### src/rtl/alu_dec_stage_if.sv
// alu_dec_stage_if
// Handshake and control bus between the decode stage and its neighbours.
//   Upstream side : in_valid, in_ready, op, funct3, funct7b5
//   Downstream    : out_valid, out_ready, alu_control, alu_src_b, illegal
// Modports:
//   slave  - the decode stage itself (consumes the instruction, produces control)
//   master - the environment driving instructions and consuming control
interface alu_dec_stage_if;
    logic       in_valid;
    logic       in_ready;
    logic [6:0] op;
    logic [2:0] funct3;
    logic       funct7b5;
    logic       out_valid;
    logic       out_ready;
    logic [2:0] alu_control;
    logic       alu_src_b;
    logic       illegal;

    modport slave (
        input  in_valid, op, funct3, funct7b5, out_ready,
        output in_ready, out_valid, alu_control, alu_src_b, illegal
    );

    modport master (
        output in_valid, op, funct3, funct7b5, out_ready,
        input  in_ready, out_valid, alu_control, alu_src_b, illegal
    );
endinterface

### src/rtl/alu_dec_stage.sv
// alu_dec_stage
// ID/EX control stage: decodes op/funct3/funct7b5 into the 3-bit ALU control
// word, the B-operand select and an illegal flag, and holds the result behind
// a valid/ready handshake so the execute stage can stall it.
// Ports:
//   clk          - clock, all state updates on the rising edge
//   rst_n        - synchronous active-low reset
//   flush        - drops every held entry and the input of the same cycle
//   bus          - alu_dec_stage_if.slave (instruction in, control out)
//   illegal_cnt  - saturating count of illegal entries delivered
// Build option:
//   ALU_DEC_SKID_EN defined   - main register plus one-entry skid buffer,
//                               in_ready comes straight from a flop.
//   ALU_DEC_SKID_EN undefined - single register, in_ready = ~out_valid | out_ready.
module alu_dec_stage #(
    parameter int unsigned CNT_W = 16
) (
    input  logic             clk,
    input  logic             rst_n,
    input  logic             flush,
    alu_dec_stage_if.slave   bus,
    output logic [CNT_W-1:0] illegal_cnt
);

    localparam logic [6:0] OpLoad   = 7'b0000011;
    localparam logic [6:0] OpStore  = 7'b0100011;
    localparam logic [6:0] OpBranch = 7'b1100011;
    localparam logic [6:0] OpReg    = 7'b0110011;
    localparam logic [6:0] OpImm    = 7'b0010011;

    localparam logic [2:0] AluAdd  = 3'b000;
    localparam logic [2:0] AluSub  = 3'b001;
    localparam logic [2:0] AluAnd  = 3'b010;
    localparam logic [2:0] AluOr   = 3'b011;
    localparam logic [2:0] AluSlt  = 3'b101;
    localparam logic [2:0] AluNone = 3'b111;

    typedef struct packed {
        logic [2:0] ctrl;
        logic       src_b;
        logic       ill;
    } ctl_t;

    ctl_t             dec;
    ctl_t             main_q;
    logic             out_valid_q;
    logic [CNT_W-1:0] cnt_q;
    logic             accept;
    logic             deliver;

    // Decode; anything not explicitly recognised falls through as illegal.
    always_comb begin
        dec.ctrl  = AluNone;
        dec.src_b = 1'b0;
        dec.ill   = 1'b1;
        case (bus.op)
            OpLoad, OpStore: begin
                dec.ctrl  = AluAdd;
                dec.src_b = 1'b1;
                dec.ill   = 1'b0;
            end
            OpBranch: begin
                if (bus.funct3 == 3'b000) begin
                    dec.ctrl = AluSub;
                    dec.ill  = 1'b0;
                end
            end
            OpReg, OpImm: begin
                case (bus.funct3)
                    3'b000: begin
                        // funct7b5 is an immediate bit for I-type, so only R-type subtracts.
                        dec.ctrl  = (bus.op == OpReg && bus.funct7b5) ? AluSub : AluAdd;
                        dec.src_b = (bus.op == OpImm);
                        dec.ill   = 1'b0;
                    end
                    3'b010: begin
                        dec.ctrl  = AluSlt;
                        dec.src_b = (bus.op == OpImm);
                        dec.ill   = 1'b0;
                    end
                    3'b110: begin
                        dec.ctrl  = AluOr;
                        dec.src_b = (bus.op == OpImm);
                        dec.ill   = 1'b0;
                    end
                    3'b111: begin
                        dec.ctrl  = AluAnd;
                        dec.src_b = (bus.op == OpImm);
                        dec.ill   = 1'b0;
                    end
                    default: ;
                endcase
            end
            default: ;
        endcase
    end

    assign accept  = bus.in_valid & bus.in_ready;
    assign deliver = out_valid_q & bus.out_ready;

`ifdef ALU_DEC_SKID_EN
    ctl_t skid_q;
    logic skid_valid_q;

    // Skid only ever fills while main is full, so skid empty means room.
    assign bus.in_ready = ~skid_valid_q;

    always_ff @(posedge clk) begin
        if (!rst_n) begin
            out_valid_q  <= 1'b0;
            main_q       <= '0;
            skid_valid_q <= 1'b0;
            skid_q       <= '0;
        end else begin
            if (skid_valid_q) begin
                // in_ready is low, so no accept can coincide with a skid drain.
                if (deliver) begin
                    main_q       <= skid_q;
                    skid_valid_q <= 1'b0;
                end
            end else if (accept) begin
                if (!out_valid_q || deliver) begin
                    main_q      <= dec;
                    out_valid_q <= 1'b1;
                end else begin
                    skid_q       <= dec;
                    skid_valid_q <= 1'b1;
                end
            end else if (deliver) begin
                out_valid_q <= 1'b0;
            end
            if (flush) begin
                out_valid_q  <= 1'b0;
                skid_valid_q <= 1'b0;
            end
        end
    end
`else
    assign bus.in_ready = ~out_valid_q | bus.out_ready;

    always_ff @(posedge clk) begin
        if (!rst_n) begin
            out_valid_q <= 1'b0;
            main_q      <= '0;
        end else if (flush) begin
            out_valid_q <= 1'b0;
        end else if (accept) begin
            main_q      <= dec;
            out_valid_q <= 1'b1;
        end else if (deliver) begin
            out_valid_q <= 1'b0;
        end
    end
`endif

    // Counts deliveries, so a flush never touches it.
    always_ff @(posedge clk) begin
        if (!rst_n) begin
            cnt_q <= '0;
        end else if (deliver && main_q.ill && (cnt_q != {CNT_W{1'b1}})) begin
            cnt_q <= cnt_q + CNT_W'(1);
        end
    end

    assign bus.out_valid   = out_valid_q;
    assign bus.alu_control = main_q.ctrl;
    assign bus.alu_src_b   = main_q.src_b;
    assign bus.illegal     = main_q.ill;
    assign illegal_cnt     = cnt_q;

endmodule

### src/flat_wrapper.sv
// flat-port wrapper written by rule: the top's interface ports become plain ports
module alu_dec_stage_flat 
#(
    parameter int unsigned CNT_W = 16
)
  (clk, rst_n, flush, illegal_cnt, bus_in_valid, bus_op, bus_funct3, bus_funct7b5, bus_out_ready, bus_in_ready, bus_out_valid, bus_alu_control, bus_alu_src_b, bus_illegal);
  alu_dec_stage_if bus_i ();
  input  logic clk;
  input  logic rst_n;
  input  logic flush;
  output logic [CNT_W-1:0] illegal_cnt;
  input wire logic [$bits(bus_i.in_valid)-1:0] bus_in_valid;
  input wire logic [$bits(bus_i.op)-1:0] bus_op;
  input wire logic [$bits(bus_i.funct3)-1:0] bus_funct3;
  input wire logic [$bits(bus_i.funct7b5)-1:0] bus_funct7b5;
  input wire logic [$bits(bus_i.out_ready)-1:0] bus_out_ready;
  output wire logic [$bits(bus_i.in_ready)-1:0] bus_in_ready;
  output wire logic [$bits(bus_i.out_valid)-1:0] bus_out_valid;
  output wire logic [$bits(bus_i.alu_control)-1:0] bus_alu_control;
  output wire logic [$bits(bus_i.alu_src_b)-1:0] bus_alu_src_b;
  output wire logic [$bits(bus_i.illegal)-1:0] bus_illegal;
  assign bus_i.in_valid = bus_in_valid;
  assign bus_i.op = bus_op;
  assign bus_i.funct3 = bus_funct3;
  assign bus_i.funct7b5 = bus_funct7b5;
  assign bus_i.out_ready = bus_out_ready;
  assign bus_in_ready = bus_i.in_ready;
  assign bus_out_valid = bus_i.out_valid;
  assign bus_alu_control = bus_i.alu_control;
  assign bus_alu_src_b = bus_i.alu_src_b;
  assign bus_illegal = bus_i.illegal;
  alu_dec_stage #(.CNT_W(CNT_W)) u_core (.clk(clk), .rst_n(rst_n), .flush(flush), .bus(bus_i), .illegal_cnt(illegal_cnt));
endmodule
### config.mk
export PLATFORM = sky130hd
export DESIGN_NAME = alu_dec_stage_flat
export DESIGN_NICKNAME = d
export VERILOG_FILES = /design/src/rtl/alu_dec_stage_if.sv /design/src/rtl/alu_dec_stage.sv /design/src/flat_wrapper.sv
export SDC_FILE = /design/constraint.sdc
export NUM_CORES = 1
export LEC_CHECK = 0
export ABC_CLOCK_PERIOD_IN_PS = 1800
export CAP_MARGIN = 40
export CORE_UTILIZATION = 44
export CTS_CLUSTER_SIZE = 10
export DETAILED_ROUTE_END_ITERATION = 10
export PLACE_DENSITY = 0.77
export SLEW_MARGIN = 10
export SYNTH_ARGS = -nofsm -noshare
export SYNTH_HDL_FRONTEND = slang
export SYNTH_SLANG_ARGS = --single-unit
### constraint.sdc
create_clock -name clk -period 1.8 [get_ports clk]
set_input_delay 0.27 -clock clk [delete_from_list [all_inputs] [get_ports clk]]
set_output_delay 0.27 -clock clk [all_outputs]
set_load 0.02 [all_outputs]
Word level (Yosys, flattened, before mapping)
Cells that the tools add are included.
{"block": "totals", "regBits": 22, "in_bits": 16, "wordCells": 39}
{"block": "op_classes", "n_addsub": 1, "eq_ne": 9, "muxes": 9, "bitwise": 6, "reduce_logical": 9}
{"op": "one-hot mux 5 bit (4 select lines)", "count": 1}
{"op": "adder 16 x 1 -> 16 bit, second input constant", "count": 1}
{"op": "!= test 16 bit, second input constant", "count": 1}
{"op": "equality test 7 x 6 -> 1 bit, second input constant", "count": 2}
{"op": "one-hot mux 3 bit (3 select lines)", "count": 1}
{"op": "equality test 7 x 2 -> 1 bit, second input constant", "count": 1}
{"op": "equality test 7 x 5 -> 1 bit, second input constant", "count": 1}
{"op": "equality test 7 bit, second input constant", "count": 1}
{"op": "equality test 3 bit, second input constant", "count": 2}
{"op": "OR reduction 2 bit", "count": 3}
{"op": "2-to-1 mux 1 bit", "count": 4}
{"op": "equality test 3 x 2 -> 1 bit, second input constant", "count": 1}
{"op": "logical AND 1 bit", "count": 3}
{"op": "zero test 3 bit", "count": 1}
{"op": "2-to-1 mux 3 bit", "count": 1}
{"op": "inverter 1 bit", "count": 3}
{"op": "one-hot mux 1 bit (3 select lines)", "count": 1}
{"op": "bitwise AND 1 bit", "count": 2}
{"op": "one-hot mux 1 bit (2 select lines)", "count": 1}
{"op": "AND reduction 2 bit", "count": 1}
{"op": "nonzero test 2 bit", "count": 1}
{"op": "OR 1 bit", "count": 1}

Depth between registers and ports, before layout
Gate-level depths: netlist of the first run.
{"block": "logic_depth", "word_depth": 5, "ltp_mapped": 6, "ltp_nobuf": 5}

Worst setup path before layout of the first run
No wires, ideal clock.
{"block": "synth_path", "path_kind": "reg2reg", "start": "register u_core.cnt_q[0] (netlist: u_core.illegal_cnt[0])", "end": "register u_core.cnt_q[6] (netlist: u_core.illegal_cnt[6])", "setup_time_ps": 70, "t_arrival_ps": 1683, "t_required_ps": 1730, "path_slack_ps": 47, "stages_incl_launch_ff": 6, "n_path_buf": 0, "path_cell_list": "dfxtp_1 > ha_1 > nand3_2 > or3_1 > or3_1 > a21oi_1"}
{"block": "synth_via", "elab_chain_cells": 2}
{"element": "start: declaration", "line": "alu_dec_stage.sv:47", "source": "logic [CNT_W-1:0] cnt_q;"}
{"element": "start signal: assignment", "line": "alu_dec_stage.sv:161", "source": "cnt_q <= cnt_q + CNT_W'(1);"}
{"element": "branches (longest 2 deep; another with adder 16 x 1 -> 16 bit)"}
Parallel ways; which one is timed is not known.
A chain may end at the register's enable or synchronous reset.

Worst setup path after layout of the first run
{"block": "layout_path", "start": "register u_core.cnt_q[8] (netlist: u_core.illegal_cnt[8])", "end": "output illegal_cnt[8]"}
{"element": "end: declaration", "line": "flat_wrapper.sv:11", "source": "output logic [CNT_W-1:0] illegal_cnt;"}
No word-level cell between the ends.

==> metrics.cfg, run 1 <==
[run_status]
status=completed

[cells_and_area]
syn2layout_area_growth_pct=43.6
drive_gt1_frac=0.156
fill_cells=213
final_util=0.685
multi_input_area_um2=739
antennaDiodeCount=0
seq_area_um2=440
stdcell_count=222
fin_nets=211
design_area_mm2=0.00174

[routing]
vias=1296
drc=0
routedWlPerCell_um=14.4
vias_per_cell=5.84
dr.first_iter.drc_count=29
dr.pass1.iters=4
drt-total-wl_um=3210
ant_nets=0

[floorplan]
rows=18
ios=39
die_area_mm2=0.00297
core_region_area_mm2=0.00254
die_w_um=54.5
initial_core_util=0.477
die_y_um=54.5

[clocking]
clockBufferDepth=2
cts_htree_levels=1
cts_sinks=22
clkTransAtPathRegs_ns=0.12
cts_tree=done
ctsResizeCount=0
cts_buffers=3
clk_latency_ns=0.30
cts-hold-fix-buffers=0
postCtsSetupBuffers=0
root_buffer=clkbuf_4

[yosys]
syn_avg_cell_area_um2=8.61
syn-cell-area_mm2=0.00121
ys_seq_area_frac=0.363
synth-edff-count=0
synthTopCellsByCount=dfxtp_1, nand2_1, a21oi_1, o21ai_0
synthTopCellsByArea=dfxtp_1, a21oi_1, mux2i_1, or3_1, nand2_1
async_reset_ff_frac=0
synthFlopType=dfxtp_1
synth_most_common_cell=dfxtp_1
yosysWarnings=0
synth_cell_types=40
netlist_instances=141
ys_seq_elements=22
synth_top_area_frac=0.363
syn-num-nets=158
synth_top_area_cell=dfxtp_1

[setup_path]
cp_slowest_cell=clkdlybuf4s50_1
cp_max_fo=8
worst_setup_path_end_kind=output port
arrival_ns=1.46
cp_data_required_time_ns=1.53
crit_path_max_incr_delay_ns=0.66
rrSetupSlack_ns=0.13
worst-r2r-cell-count=5
cp.depth=1
critPathTopFamily=buffers and inverters
critical_path_buf_inv_count=1
critPathKind=reg -> out
crit_chain=clkdlybuf4s50_1
start_kind=flip-flop

[worst_hold_path]
hold_depth=2
min_path_type=reg -> reg

[power]
peakVddDrop_uv=381
p_per_area_mw_per_mm2=485
leakage_nw=0.600

[placement]
port_buffers=38
place.gp.congestion=0.842
place_area_mm2=0.00172
dpl.cell_count=219
hpwlAfterDp_um=2450

[timing]
slew-limit-headroom=0.676
finalCriticalPeriod_ns=1.73
skew_ns=0.00541
period_share=0.959
fmax_ghz=0.579
hold_viol_final=0
slew_viol_final=0
max_slew.worst_pin.slew_ns=0.485
setup_viol=0
rsz0062_at_grt=false

[global_routing]
grt_pass1_vias=1132
antenna_found_initial=0
grt_pass1_wl_um=4800
grt.overflow.total=0
grt.total_usage=0.223
grt_max_degree=15

[job]
drv_cap=0

flip-flops by register name, indices dropped and copies added (netlist names):
signal	flops
u_core.bus.alu_control	3
u_core.bus.alu_src_b	1
u_core.bus.illegal	1
u_core.bus.out_valid	1
u_core.illegal_cnt	16
layout by cell type, fill, tap and decap left out, types with 3 or more instances in the layout:
cell and instances:
a21oi_1 11, and3_1 3, and4_4 3, buf_4 14, clkbuf_4 3, clkdlybuf4s50_1 37, dfxtp_1 22, inv_1 4
mux2i_1 5, nand2_1 13, nand2b_1 4, nand3_1 8, nand4_1 3, nor2_1 5, nor2b_1 4, nor3_1 3
o21ai_0 9, o31ai_1 3, or3_1 8, or4_1 3
final timing paths:
check / start / to
setup / recovery: u_core.illegal_cnt[8]$_SDFFE_PN0P_ / illegal_cnt[8]
setup reg to reg: u_core.illegal_cnt[0]$_SDFFE_PN0P_ / u_core.illegal_cnt[6]$_SDFFE_PN0P_
hold reg to reg: u_core.bus.alu_src_b$_SDFFE_PN0P_ / u_core.bus.alu_src_b$_SDFFE_PN0P_
hold / removal: u_core.bus.alu_src_b$_SDFFE_PN0P_ / u_core.bus.alu_src_b$_SDFFE_PN0P_
final cells by class:
cell class | count | area share
Tap cell | 30 | 0.0215
Timing Repair Buffer | 52 | 0.280
Inverter | 4 | 0.00861
Multi-Input combinational cell | 111 | 0.424
Sequential cell | 22 | 0.253
Clock buffer | 3 | 0.0129
per-layer routing:
layer  up-vias  wire (µm)  GRT usage
met3         6        116     0.0333
met1       615       1470      0.274
met5         -          0          0
met4         0         40     0.0726
li1        645          -          -
met2        30       1580      0.394
cell families (layout without fill, tap and decap cells):
family                     count (synthesis)  in the layout  share of synthesized area
adders and majority gates                  1              1                     0.0103
DFF                                       22             22                      0.363
AOI/OAI and AO/OA                         35             35                      0.186
buffers and inverters                      8             59                     0.0278
muxes                                      5              5                     0.0412
and+or+nand+nor                           70             70                      0.372
power by group:
group          switching (W)  total [W]  internal, W  leakage (nW)
Combinational      0.0000512   0.000119    0.0000676         0.408
Clock               0.000148   0.000226    0.0000780        0.0138
Sequential        0.00000618   0.000501     0.000494         0.178
metrics by stage:
step	setup slack [ns]	hold slack [ns]	power (W)	setup TNS, ns
2_1_floorplan	0.0467	0.349	0.000554	0
3_3_place_gp	-0.0352	0.458	0.000627	-0.0873
3_5_place_dp	-0.0941	0.463	0.000629	-0.305
4_1_cts	0.00000688	0.483	0.000849	0
5_1_grt	0.0200	0.496	0.000873	0
6_report	0.0733	0.482	0.000846	0
(Power assumes the default switching activity.)
==> run 2: changes to the inputs <==
TNS_END_PERCENT = 50   (was not set)
==> results of run 2 <==
The final DEF is identical to that of run 1; final timing and power are the same.
